[src/rtl/pipe_pkg.sv]
// Shared pipeline definitions for the five-stage MIPS core.
// Contents: hazard FSM state encoding, NOP instruction word, the
// hard-wired zero register number.
package pipe_pkg;

    typedef enum logic [1:0] {
        RUN    = 2'd0,
        LSTALL = 2'd1,
        FLUSH  = 2'd2,
        FREEZE = 2'd3
    } hz_state_e;

    localparam logic [31:0] NOP      = 32'h0;
    localparam logic [4:0]  REG_ZERO = 5'd0;

endpackage

[src/rtl/hazard_ctrl_if.sv]
// Hazard controller bundle: ID/EX hazard sources and data-memory
// wait in, pipeline register enables / flush / bubble and debug
// counters out.
// Modports: master = pipeline side driving hazard sources,
//           slave  = hazard_ctrl.
interface hazard_ctrl_if #(
    parameter int unsigned CNT_W = 16
);
    logic [4:0]       rs_ID;
    logic [4:0]       rt_ID;
    logic             usesRs_ID;
    logic             usesRt_ID;
    logic             MemRead_EX;
    logic [4:0]       rt_EX;
    logic             branchTaken_EX;
    logic             Jump_EX;
    logic             memBusy;
    logic             pcWrite;
    logic             ifidWrite;
    logic             ifidFlush;
    logic             idexWrite;
    logic             idexBubble;
    logic             exmemWrite;
    logic [1:0]       state;
    logic [CNT_W-1:0] stallCycles;
    logic [CNT_W-1:0] flushCount;

    modport master (
        output rs_ID, rt_ID, usesRs_ID, usesRt_ID, MemRead_EX, rt_EX,
               branchTaken_EX, Jump_EX, memBusy,
        input  pcWrite, ifidWrite, ifidFlush, idexWrite, idexBubble,
               exmemWrite, state, stallCycles, flushCount
    );

    modport slave (
        input  rs_ID, rt_ID, usesRs_ID, usesRt_ID, MemRead_EX, rt_EX,
               branchTaken_EX, Jump_EX, memBusy,
        output pcWrite, ifidWrite, ifidFlush, idexWrite, idexBubble,
               exmemWrite, state, stallCycles, flushCount
    );
endinterface

[src/rtl/load_use_detect.sv]
// Combinational load-use hazard equation between ID and EX.
// Ports: rs_ID/rt_ID + usesRs_ID/usesRt_ID (ID sources),
//        MemRead_EX/rt_EX (load in EX), hazard (out).
module load_use_detect
    import pipe_pkg::*;
(
    input  logic [4:0] rs_ID,
    input  logic [4:0] rt_ID,
    input  logic       usesRs_ID,
    input  logic       usesRt_ID,
    input  logic       MemRead_EX,
    input  logic [4:0] rt_EX,
    output logic       hazard
);
    // A load to $zero writes nothing, so it can never be a producer.
    assign hazard = MemRead_EX && (rt_EX != REG_ZERO) &&
                    ((usesRs_ID && (rs_ID == rt_EX)) ||
                     (usesRt_ID && (rt_ID == rt_EX)));
endmodule

[src/rtl/hazard_ctrl.sv]
// Pipeline hazard controller: load-use stalls, EX redirect flushes,
// data-memory freeze, plus saturating stall/flush debug counters.
// Ports: clk, reset (sync, active-high), bus (hazard_ctrl_if.slave).
module hazard_ctrl
    import pipe_pkg::*;
#(
    parameter int unsigned LOAD_LATENCY = 1,
    parameter int unsigned CNT_W        = 16
)(
    input  logic          clk,
    input  logic          reset,
    hazard_ctrl_if.slave  bus
);
    hz_state_e        state_q, state_d, saved_q, saved_d, eff;
    logic [2:0]       rem_q, rem_d;
    logic [CNT_W-1:0] stall_q, flush_q;
    logic             hazard, redirect;
    logic             pc_w, ifid_w, ifid_f, idex_w, idex_b, exmem_w;
    logic             flush_inc;

    load_use_detect u_lud (
        .rs_ID      (bus.rs_ID),
        .rt_ID      (bus.rt_ID),
        .usesRs_ID  (bus.usesRs_ID),
        .usesRt_ID  (bus.usesRt_ID),
        .MemRead_EX (bus.MemRead_EX),
        .rt_EX      (bus.rt_EX),
        .hazard     (hazard)
    );

    assign redirect = bus.branchTaken_EX || bus.Jump_EX;

    always_comb begin
        // FREEZE resumes the state it interrupted; FLUSH is unused and acts as RUN.
        eff = (state_q == FREEZE) ? saved_q : state_q;
        if (eff == FLUSH) eff = RUN;

        pc_w      = 1'b1;
        ifid_w    = 1'b1;
        ifid_f    = 1'b0;
        idex_w    = 1'b1;
        idex_b    = 1'b0;
        exmem_w   = 1'b1;
        state_d   = eff;
        saved_d   = saved_q;
        rem_d     = rem_q;
        flush_inc = 1'b0;

        if (bus.memBusy) begin
            pc_w    = 1'b0;
            ifid_w  = 1'b0;
            idex_w  = 1'b0;
            exmem_w = 1'b0;
            state_d = FREEZE;
            saved_d = eff;
        end else if (redirect) begin
            ifid_f    = 1'b1;
            idex_b    = 1'b1;
            state_d   = RUN;
            rem_d     = '0;
            flush_inc = 1'b1;
        end else if (eff == LSTALL) begin
            pc_w    = 1'b0;
            ifid_w  = 1'b0;
            idex_b  = 1'b1;
            rem_d   = rem_q - 3'd1;
            state_d = (rem_d == '0) ? RUN : LSTALL;
        end else if (hazard) begin
            pc_w    = 1'b0;
            ifid_w  = 1'b0;
            idex_b  = 1'b1;
            rem_d   = 3'(LOAD_LATENCY - 1);
            state_d = (LOAD_LATENCY > 1) ? LSTALL : RUN;
        end

        if (reset) begin
            pc_w      = 1'b0;
            ifid_w    = 1'b0;
            ifid_f    = 1'b1;
            idex_w    = 1'b0;
            idex_b    = 1'b1;
            exmem_w   = 1'b0;
            flush_inc = 1'b0;
        end
    end

    always_ff @(posedge clk) begin
        if (reset) begin
            state_q <= RUN;
            saved_q <= RUN;
            rem_q   <= '0;
            stall_q <= '0;
            flush_q <= '0;
        end else begin
            state_q <= state_d;
            saved_q <= saved_d;
            rem_q   <= rem_d;
            if (!pc_w && (stall_q != '1))
                stall_q <= stall_q + CNT_W'(1);
            if (flush_inc && (flush_q != '1))
                flush_q <= flush_q + CNT_W'(1);
        end
    end

    assign bus.pcWrite     = pc_w;
    assign bus.ifidWrite   = ifid_w;
    assign bus.ifidFlush   = ifid_f;
    assign bus.idexWrite   = idex_w;
    assign bus.idexBubble  = idex_b;
    assign bus.exmemWrite  = exmem_w;
    assign bus.state       = state_q;
    assign bus.stallCycles = stall_q;
    assign bus.flushCount  = flush_q;
endmodule

[src/flat_wrapper.sv]
// flat-port wrapper written by rule: the top's interface ports become plain ports
module hazard_ctrl_flat import pipe_pkg::*;
#(
    parameter int unsigned LOAD_LATENCY = 1,
    parameter int unsigned CNT_W        = 16
)
  (clk, reset, bus_rs_ID, bus_rt_ID, bus_usesRs_ID, bus_usesRt_ID, bus_MemRead_EX, bus_rt_EX, bus_branchTaken_EX, bus_Jump_EX, bus_memBusy, bus_pcWrite, bus_ifidWrite, bus_ifidFlush, bus_idexWrite, bus_idexBubble, bus_exmemWrite, bus_state, bus_stallCycles, bus_flushCount);
  hazard_ctrl_if #(.CNT_W(CNT_W)) bus_i ();
  input  logic clk;
  input  logic reset;
  input wire logic [$bits(bus_i.rs_ID)-1:0] bus_rs_ID;
  input wire logic [$bits(bus_i.rt_ID)-1:0] bus_rt_ID;
  input wire logic [$bits(bus_i.usesRs_ID)-1:0] bus_usesRs_ID;
  input wire logic [$bits(bus_i.usesRt_ID)-1:0] bus_usesRt_ID;
  input wire logic [$bits(bus_i.MemRead_EX)-1:0] bus_MemRead_EX;
  input wire logic [$bits(bus_i.rt_EX)-1:0] bus_rt_EX;
  input wire logic [$bits(bus_i.branchTaken_EX)-1:0] bus_branchTaken_EX;
  input wire logic [$bits(bus_i.Jump_EX)-1:0] bus_Jump_EX;
  input wire logic [$bits(bus_i.memBusy)-1:0] bus_memBusy;
  output wire logic [$bits(bus_i.pcWrite)-1:0] bus_pcWrite;
  output wire logic [$bits(bus_i.ifidWrite)-1:0] bus_ifidWrite;
  output wire logic [$bits(bus_i.ifidFlush)-1:0] bus_ifidFlush;
  output wire logic [$bits(bus_i.idexWrite)-1:0] bus_idexWrite;
  output wire logic [$bits(bus_i.idexBubble)-1:0] bus_idexBubble;
  output wire logic [$bits(bus_i.exmemWrite)-1:0] bus_exmemWrite;
  output wire logic [$bits(bus_i.state)-1:0] bus_state;
  output wire logic [$bits(bus_i.stallCycles)-1:0] bus_stallCycles;
  output wire logic [$bits(bus_i.flushCount)-1:0] bus_flushCount;
  assign bus_i.rs_ID = bus_rs_ID;
  assign bus_i.rt_ID = bus_rt_ID;
  assign bus_i.usesRs_ID = bus_usesRs_ID;
  assign bus_i.usesRt_ID = bus_usesRt_ID;
  assign bus_i.MemRead_EX = bus_MemRead_EX;
  assign bus_i.rt_EX = bus_rt_EX;
  assign bus_i.branchTaken_EX = bus_branchTaken_EX;
  assign bus_i.Jump_EX = bus_Jump_EX;
  assign bus_i.memBusy = bus_memBusy;
  assign bus_pcWrite = bus_i.pcWrite;
  assign bus_ifidWrite = bus_i.ifidWrite;
  assign bus_ifidFlush = bus_i.ifidFlush;
  assign bus_idexWrite = bus_i.idexWrite;
  assign bus_idexBubble = bus_i.idexBubble;
  assign bus_exmemWrite = bus_i.exmemWrite;
  assign bus_state = bus_i.state;
  assign bus_stallCycles = bus_i.stallCycles;
  assign bus_flushCount = bus_i.flushCount;
  hazard_ctrl #(.LOAD_LATENCY(LOAD_LATENCY), .CNT_W(CNT_W)) u_core (.clk(clk), .reset(reset), .bus(bus_i));
endmodule
[config.mk]
export PLATFORM = sky130hd
export DESIGN_NAME = hazard_ctrl_flat
export DESIGN_NICKNAME = d
export VERILOG_FILES = /design/src/rtl/pipe_pkg.sv /design/src/rtl/hazard_ctrl_if.sv /design/src/rtl/load_use_detect.sv /design/src/rtl/hazard_ctrl.sv /design/src/flat_wrapper.sv
export SDC_FILE = /design/constraint.sdc
export NUM_CORES = 1
export LEC_CHECK = 0
export BUFFER_PORTS_ARGS = -buffer_cell sky130_fd_sc_hd__buf_2
export CORE_MARGIN = 8
export CORE_UTILIZATION = 40
export CTS_CLUSTER_SIZE = 10
export DETAILED_ROUTE_END_ITERATION = 12
export HOLD_SLACK_MARGIN = 0.08
export PLACE_DENSITY = 0.67
export SYNTH_ARGS = -nofsm -noshare
export SYNTH_HDL_FRONTEND = slang
export SYNTH_HIERARCHICAL = 1
export SYNTH_SLANG_ARGS = --single-unit
[constraint.sdc]
create_clock -name clk -period 2.1 [get_ports clk]
set_input_delay 0.21 -clock clk [delete_from_list [all_inputs] [get_ports clk]]
set_output_delay 0.21 -clock clk [all_outputs]
set_load 0.01 [all_outputs]
==> flow_summary.ini, run 1 <==
[sta]
finalClockSkew_ps = 4.42
achievable-frequency_mhz = 500
finalCritPeriodShare_pct = 95.1
post-route-min-period_ps = 2000
max-slew-margin-rel_pct = 65.0
setup_viol = 0
total_negative_setup_slack_ps = 0
holdWs_ps = 362
grt_setup_unrepaired = yes
final_hold_violating_endpoints = 0
slew_viol_final = 0
tightest_slew_ps = 521

[logic_synthesis]
synth.cell_area_um2 = 2130
synth.ff_latch_count = 39
gate_count_after_technology_mapping = 250
synth.net_count = 277
synth.yosys.seq_area_share_pct = 36.7
yosys_warnings = 6
synth_enable_flop_cells = 0
avgSynthCellArea_um2 = 8.50
synthFlopType = dfxtp_1
yosys.cell_types.count = 45
yosysTopAreaCell = dfxtp_1
yosys.area.top_type_share_pct = 36.7
async_reset_ff_share_pct = 0
synthTopCellsByArea = dfxtp_1 37%, xnor2_1 6.2%, nor2_1 5.3%

[critical_path]
rr_startpoint = u_core/bus.stallCycles[0]
crit_required_ps = 1890
critical_path.startpoint_type = primary input
crit_path_end_kind = primary output
rrSetupSlack_ps = 280
criticalPathCategory = in -> out
r2r_cells = 7
worst-path-max-fanout = 3
worst_setup_path_startpoint = bus_rt_EX[1]
worst-endpoint-arrival_ps = 1790

[drt]
drt_iter0_markers = 97
route.final.wire_length_um = 5130
average_wire_length_per_cell_after_detail_routing_um = 13.2
drc = 0
vias_per_cell = 5.06
antenna_left = 0
detailedRoute.firstPassIterationCount = 4
total_number_of_vias = 1964

[pwr]
power.density_nw_per_um2 = 545
total_power_w = 0.00144
power_leakage_nw = 1.06
vdd_ir_drop_max_uv = 273

[finish]
insertedDiodeCount = 0
area_delta_synth_final_pct = 24.0
drive_above_1_share_pct = 28.3
layout_common_cells = 62 x buf_2, 39 x dfxtp_1, 30 x nor2_1, 15 x xnor2_1, 15 x a21oi_1
final_cells = 388
layout.cells.most_common = buf_2
num-nets-final = 345
final_cell_area_um2 = 2640

[min_path]
min_from = bus_memBusy
worst_hold_path_cells = 3
hp-class = in -> reg

[placement]
buffer_ports.inserted = 62
dp_cells = 381
routabilityCongestion = 0.803
placedInstanceArea_um2 = 2540
place_hpwl_um = 3860

[clock_network]
cts_root_buffer = clkbuf_8
h-tree-depth = 2
postCtsSetupRepairBufs = 0
clk_latency_ps = 280
clock_tree.buffer_depth = 2
cts.clk_slew.worst_paths_ps = 70
cts-buffers-inserted = 5
cts.sink_count = 39
tritoncts = yes

[grt]
grt_antenna_before_repair = 0
gr-usage-all-layers_pct = 13.2
grt_start_max_net_pins = 45
first_global_vias = 1862
grt_pass1_wl_um = 8400
globalRouteOverflowTotal = 0

[floorplanning]
die_width_um = 88.9
ios = 63
rows = 26
core-area_um2 = 5110
fp.dieArea_um2 = 7900
chipHeight_um = 88.9
initial_core_util_pct = 41.6

[outcome]
outcome = complete, no violations

[run]
cap_viol_max_count = 0
logic make-up (layout without fill, tap and decap cells):
family                     after synthesis  in the layout  share of synthesized area [%]
muxes                                    5              5                           2.53
AOI/OAI and AO/OA                       41             41                           12.9
xor gates and xnor gates                27             27                           11.1
buffers and inverters                   16             84                           3.65
adders and majority gates                4              4                           2.35
DFF                                     39             39                           36.7
and+or+nand+nor                        118            118                           30.7
layout make-up:
cell class,instances,area [um2]
timing repair buffer,71,378
clock inverter,1,5.00
multi-input combinational,195,1280
sequential,39,781
fill,510,2470
inverter,6,22.5
tap,70,87.6
clock buffer,6,82.6
flip-flops by register name, summed over array words and instances (netlist names):
name / count
u_core/bus.flushCount: 16
u_core/rem_q: 3
u_core/bus.state: 2
u_core/bus.stallCycles: 16
u_core/saved_q: 2
power breakdown:
part	internal (W)	switching, W	total (W)
clock network	0.000258	0.000247	0.000505
registers	0.000753	0.0000137	0.000767
logic	0.0000721	0.0000936	0.000166
worst paths after layout:
kind                                endpoint
setup / recovery              bus_idexBubble
hold / removal             u_core/saved_q[0]
setup reg to reg   u_core/bus.stallCycles[1]
hold reg to reg   u_core/bus.stallCycles[15]
critical path: stages:
cell and delay, ps:
buf_2 120, or4_1 520, o21ai_1 200, a21oi_2 70
buf_4 140, nor2_1 140, a21o_1 200, nand2b_1 60
buf_2 130
through the flow:
stage | utilization [%] | setup slack (ps)
after floorplan | - | 117
after global placement | 49.7 | -173
after detailed placement | 49.7 | -244
after CTS | 51.4 | 49.5
after global routing | 51.6 | -24.6
final | 51.6 | 102
synthesized netlist by cell type (2+ instances only):
cell type	n
dfxtp_1	39
nor2_1	30
a21oi_1	16
xnor2_1	15
nand2_1	12
nand3_1	12
nor3_1	12
xor2_1	12
nand4_1	11
o21ai_0	10
or3_1	8
inv_1	6
nor2b_1	6
and4_1	5
clkbuf_1	5
ha_1	4
and2_1	3
nor3b_1	3
nor4_1	3
or4_1	3
a21o_1	2
a31oi_1	2
and3_1	2
buf_2	2
buf_4	2
mux2_2	2
mux2i_1	2
nand2b_1	2
nor4_2	2
o31ai_1	2
routing by layer:
layer	track usage, %	vias up	part of all wire (%)
met2	21.3	63	44
met5	0	-	0
met1	16.0	871	45
met4	3.69	0	0.58
met3	5.06	2	11
li1	-	1028	-
timing repair:
| action | 4_1_cts | 5_1_grt |
|---|---|---|
| gates resized for setup | 0 | 2 |
| endpoints found under the setup margin | 0 | 8 |
| hold buffers | 0 | 0 |
No activity file was read; power rests on OpenSTA's default activity.
==> run 2: changes to the inputs <==
- PLACE_DENSITY: 0.67 -> default
- PLACE_DENSITY_LB_ADDON: default -> 0.08
==> run 2 against run 1 <==
Critical path depth increased by 2; maximum frequency up 0.69%; die area did not move; global-route usage fell by 0.060 points; register-to-register slack lost 60 ps; largest power group unchanged; via count is 3.0% higher; wire length up 2.1%; sequential share of layout area shrank 0.40 points; non-clock buffer count up 2; sequential cell count did not move; highest routed layer unchanged; final cell count is 0.77% higher; combinational power rose by 8%.
==> flow_summary.ini, run 2 (synthesis results as in run 1) <==
[grt]
grt_start_max_net_pins = 45
grt_antenna_before_repair = 0
grt_pass1_wl_um = 8400
gr-usage-all-layers_pct = 13.2
globalRouteOverflowTotal = 0
first_global_vias = 1854

[clock_network]
cts.sink_count = 39
clk_latency_ps = 290
h-tree-depth = 2
clock_tree.buffer_depth = 2
cts-buffers-inserted = 5
cts_root_buffer = clkbuf_8
cts.clk_slew.worst_paths_ps = 80
tritoncts = yes
postCtsSetupRepairBufs = 0

[critical_path]
worst-endpoint-arrival_ps = 2200
crit_buf_inv = 3
critical_path.startpoint_type = primary input
crit_path_end_kind = register
criticalPathCategory = in -> reg
crit_path_top_delay_cell = or3_1
critical-path-max-stage-delay_ps = 380
r2r_cells = 7
rr_startpoint = u_core/bus.stallCycles[1]
rrSetupSlack_ps = 220
worst_r2r_endpoint = u_core/bus.stallCycles[1]
crit_path_cell_trace = buf_4, xor2_1, nor4_1, nand3_1, a21oi_2, inv_2, o21ai_4, buf_6, o2111ai_4, or3_1, a21oi_1
crit_required_ps = 2320
worst-path-max-fanout = 7
timing.critical_path.max_delay_family = simple AND/OR/NAND/NOR gates

[sta]
max-slew-margin-rel_pct = 62.7
post-route-min-period_ps = 1980
tightest_slew_ps = 554
final_hold_violating_endpoints = 0
worst_slack_setup_final_ps = 116
finalClockSkew_ps = 5.78
achievable-frequency_mhz = 504
setup_viol = 0
slew_viol_final = 0
finalCritPeriodShare_pct = 94.5

[drt]
antenna_left = 0
drt_iter0_markers = 59
total_number_of_vias = 2022
detailedRoute.firstPassIterationCount = 5
vias_per_cell = 5.17
average_wire_length_per_cell_after_detail_routing_um = 13.4
drc = 0
route.final.wire_length_um = 5240

[run]
cap_viol_max_count = 0

[floorplanning]
rows = 26
ios = 63
initial_core_util_pct = 41.6
core-area_um2 = 5110
chipHeight_um = 88.9
fp.dieArea_um2 = 7900
die_width_um = 88.9

[finish]
layout.cells.most_common = buf_2
final_cell_area_um2 = 2670
seq_area_um2 = 781
num-nets-final = 347
area_delta_synth_final_pct = 25.7
layout_common_cells = 60 x buf_2, 39 x dfxtp_1, 30 x nor2_1, 15 x xnor2_1, 15 x a21oi_1
fillers = 518
fin_util_pct = 52.3
insertedDiodeCount = 0
multi_input_comb_area_um2 = 1290
drive_above_1_share_pct = 29.0

[outcome]
outcome = complete, no violations

[min_path]
worst_hold_path_cells = 3
hp-class = in -> reg
min_from = bus_memBusy
min_delay_endpoint = u_core/rem_q[2]

[pwr]
portion_of_total_power_attributed_to_the_clock_network_pct = 34.6
power.density_nw_per_um2 = 539
power_report.internal_total_w = 0.00106
p_sw_w = 0.000376
power_leakage_nw = 1.06
switching_share_pct = 26.1
comb_power_share_pct = 12.4
seqPwrFrac_pct = 53.0
vdd_ir_drop_max_uv = 287

[placement]
placement.setup.worst_slack_ps = -263
buffer_ports.inserted = 62
routabilityCongestion = 0.749
place_hpwl_um = 3840
placedInstanceArea_um2 = 2550
[run 2: timing repair]
action,in CTS,in global routing
endpoints found under the setup margin,0,12
resized for setup,0,8
hold buffers,0,0
[run 2: routing by layer]
metal | share of wire [%] | wire [um] | GRT usage, % | vias to the layer above
met5 | 0 | 0 | 0 | -
met4 | 1.1 | 57 | 3.69 | 0
met3 | 11 | 563 | 5.24 | 6
met2 | 40 | 2100 | 19.9 | 64
met1 | 48 | 2510 | 16.8 | 919
li1 | - | - | - | 1033
[run 2: how the worst max path moves through the flow]
stage	startpoint	end	cells past startpoint
2_1_floorplan	bus_rt_EX[0]	u_core/bus.stallCycles[7]	10
3_3_place_gp	bus_rt_EX[1]	u_core/bus.stallCycles[14]	11
3_5_place_dp	bus_rt_EX[1]	u_core/bus.stallCycles[5]	10
4_1_cts	bus_rt_EX[1]	u_core/bus.stallCycles[5]	10
5_1_grt	bus_rt_EX[3]	u_core/bus.stallCycles[14]	11
6_report	bus_rt_EX[3]	u_core/bus.stallCycles[14]	11
[run 2: power by group through the flow]
stage	registers (W)	logic [W]	clock network [W]
floorplan	0.000789	0.0000956	0
global placement	0.000781	0.000174	0
detailed placement	0.000781	0.000174	0
CTS	0.000764	0.000175	0.000522
global route	0.000766	0.000201	0.000541
finish	0.000764	0.000179	0.000498
[run 2: area by class of cell]
cell class	count	share of cell area, %
clock buffer	6	2.72
clock inverter	2	0.468
inverter	6	0.843
multi-input combinational	195	48.3
sequential	39	29.2
tap	70	3.28
timing repair buffer	73	15.2
[run 2: stage by stage]
step	total power [W]	std cells	TNS (ps)	hold WS [ps]
after detailed placement	0.000955	383	-2960	486
after global placement	0.000955	383	-2390	471
final	0.00144	391	0	345
after CTS	0.00146	391	0	327
after global routing	0.00151	391	-34.3	392
after floorplan	0.000884	250	0	457
[run 2: worst min-delay path, cell delays in order]
cell and delay [ps]:
buf_2 170, a21oi_1 140, a21oi_1 70
==> run 3: changes to the inputs <==
- SETUP_SLACK_MARGIN: default -> 0.4
==> run 3 against run 2 <==
Wire length grew 4.1%; clock skew shrank 0.98 ps; critical path depth is the same; largest power group unchanged; hold slack lost 8.8 ps; maximum frequency grew 3.3%; clock power grew 3%; sequential share of layout area shrank 1.4 points; total power grew 1.9%; combinational power grew 5%; worst setup slack gained 63 ps; critical endpoint is now u_core/bus.stallCycles[15]; largest cell class unchanged; sequential cell count is the same; die area is the same.
==> flow_summary.ini, run 3 (synthesis results as in run 1) <==
[clock_network]
cts_root_buffer = clkbuf_8
clock_tree.buffer_depth = 2
clk_latency_ps = 280
cts.clk_slew.worst_paths_ps = 70
tritoncts = yes
h-tree-depth = 2
cts-buffers-inserted = 5
ctsHoldBuffers = 0
cts.sink_count = 39

[floorplanning]
die_width_um = 88.9
rows = 26
initial_core_util_pct = 41.6
chipHeight_um = 88.9
fp.dieArea_um2 = 7900
ios = 63
core-area_um2 = 5110

[critical_path]
timing.critical_path.max_delay_family = simple AND/OR/NAND/NOR gates
criticalPathCategory = in -> reg
crit_buf_inv = 3
crit_required_ps = 2320
crit_path_top_delay_cell = or4_1
critical_path.startpoint_type = primary input
critical-path-max-stage-delay_ps = 410
crit_path_cell_trace = buf_2, xor2_1, nor4_2, nand3_1, a21oi_2, inv_2, o21ai_4, buf_6, o211ai_4, or4_1, a21oi_1
worst-endpoint-arrival_ps = 2140
worst-path-max-fanout = 5
crit_path_end_kind = register

[pwr]
power.density_nw_per_um2 = 508
total_power_w = 0.00147
vdd_ir_drop_max_uv = 364
power_leakage_nw = 1.14

[sta]
final_hold_violating_endpoints = 0
finalClockSkew_ps = 4.80
max-slew-margin-rel_pct = 68.6
post-route-min-period_ps = 1920
achievable-frequency_mhz = 521
slew_viol_final = 0
tightest_slew_ps = 472
setup_viol = 0
finalCritPeriodShare_pct = 91.5
grt_setup_unrepaired = yes

[finish]
final_cell_area_um2 = 2890
layout.cells.most_common = buf_2
area_delta_synth_final_pct = 36.0
drive_above_1_share_pct = 40.2
num-nets-final = 350
insertedDiodeCount = 0
layout_common_cells = 57 x buf_2, 29 x nor2_1, 24 x dfxtp_1, 14 x xnor2_1, 13 x dfxtp_2

[grt]
globalRouteOverflowTotal = 0
grt_start_max_net_pins = 45
first_global_vias = 1953
grt_antenna_before_repair = 0
grt_pass1_wl_um = 8680
gr-usage-all-layers_pct = 13.6

[drt]
antenna_left = 0
drc = 0
average_wire_length_per_cell_after_detail_routing_um = 13.9
detailedRoute.firstPassIterationCount = 4
vias_per_cell = 5.26
total_number_of_vias = 2067
drt_iter0_markers = 69
route.final.wire_length_um = 5450

[placement]
buffer_ports.inserted = 62
place_hpwl_um = 3850
placedInstanceArea_um2 = 2520
routabilityCongestion = 0.790

[outcome]
outcome = complete, no violations

[run]
cap_viol_max_count = 0

[min_path]
hp-class = in -> reg
[run 3: cell types whose count changed in the layout (fill, tap and decap cells not counted), moves of 3 or more]
cell     previous run  this run
a21oi_1            15        12
dfxtp_2             0        13
buf_6               2         9
dfxtp_1            39        24
nor3_1             12         7
o21ai_0            10         6
buf_2              60        57
a21oi_2             1         4
o21ai_1             1         5
nor3_2              0         4
[run 3: report_power, final]
group / total [W] / switching, W / leakage, nW / internal (W)
Sequential: 0.000768 / 0.0000159 / 0.323 / 0.000752
Clock: 0.000511 / 0.000253 / 0.0470 / 0.000258
Combinational: 0.000188 / 0.000102 / 0.773 / 0.0000864
[run 3: final cells by class]
cell class / instances / area [um2]
clock inverters: 1 / 5.00
inverters: 6 / 22.5
well taps: 70 / 87.6
repair buffers: 76 / 462
multi-input cells: 195 / 1430
clock buffers: 6 / 82.6
flip-flops and latches: 39 / 805
fillers: 510 / 2220
[run 3: final timing paths]
path | start | end | slack [ps] | depth (start not counted)
worst max register to register | u_core/bus.stallCycles[0] | u_core/bus.stallCycles[15] | 240 | 7
worst min register to register | u_core/rem_q[1] | u_core/rem_q[1] | 490 | 2
worst min-delay path | bus_memBusy | u_core/saved_q[0] | 340 | 3
worst max-delay path | bus_rt_EX[0] | u_core/bus.stallCycles[15] | 180 | 11
[run 3: routing by layer]
layer / GRT usage, % / share of wire (%)
met1: 16.6 / 45
met2: 22.2 / 45
met3: 4.32 / 8.6
met4: 4.15 / 1.1
met5: 0 / 0
[run 3: repair_timing]
action | CTS | global route
endpoints found under the setup margin | 33 | 31
buffers inserted | 2 | 5
cloned | 0 | 0
resized for setup | 20 | 37
pin swaps | 5 | 12
[run 3: through the flow]
| step | setup WS (ps) | hold WS, ps | setup TNS (ps) | instances | util [%] |
|---|---|---|---|---|---|
| finish | 179 | 336 | 0 | 393 | 56.6 |
| global route | 80.6 | 356 | 0 | 393 | 56.6 |
| CTS | 204 | 320 | 0 | 388 | 53.2 |
| detailed placement | -133 | 487 | -1550 | 379 | 49.4 |
| global placement | -98.3 | 475 | -1120 | 379 | 49.4 |
| floorplan | 192 | 457 | 0 | 250 | - |
[run 3: worst reg2reg max path, delay by kind of cell (launching register included)]
family	cells	cell delay (ps)
adders and majority gates	1	200
DFF	1	350
and+or+nand+nor	3	860
buffers and inverters	1	160
AOI/OAI and AO/OA	2	220
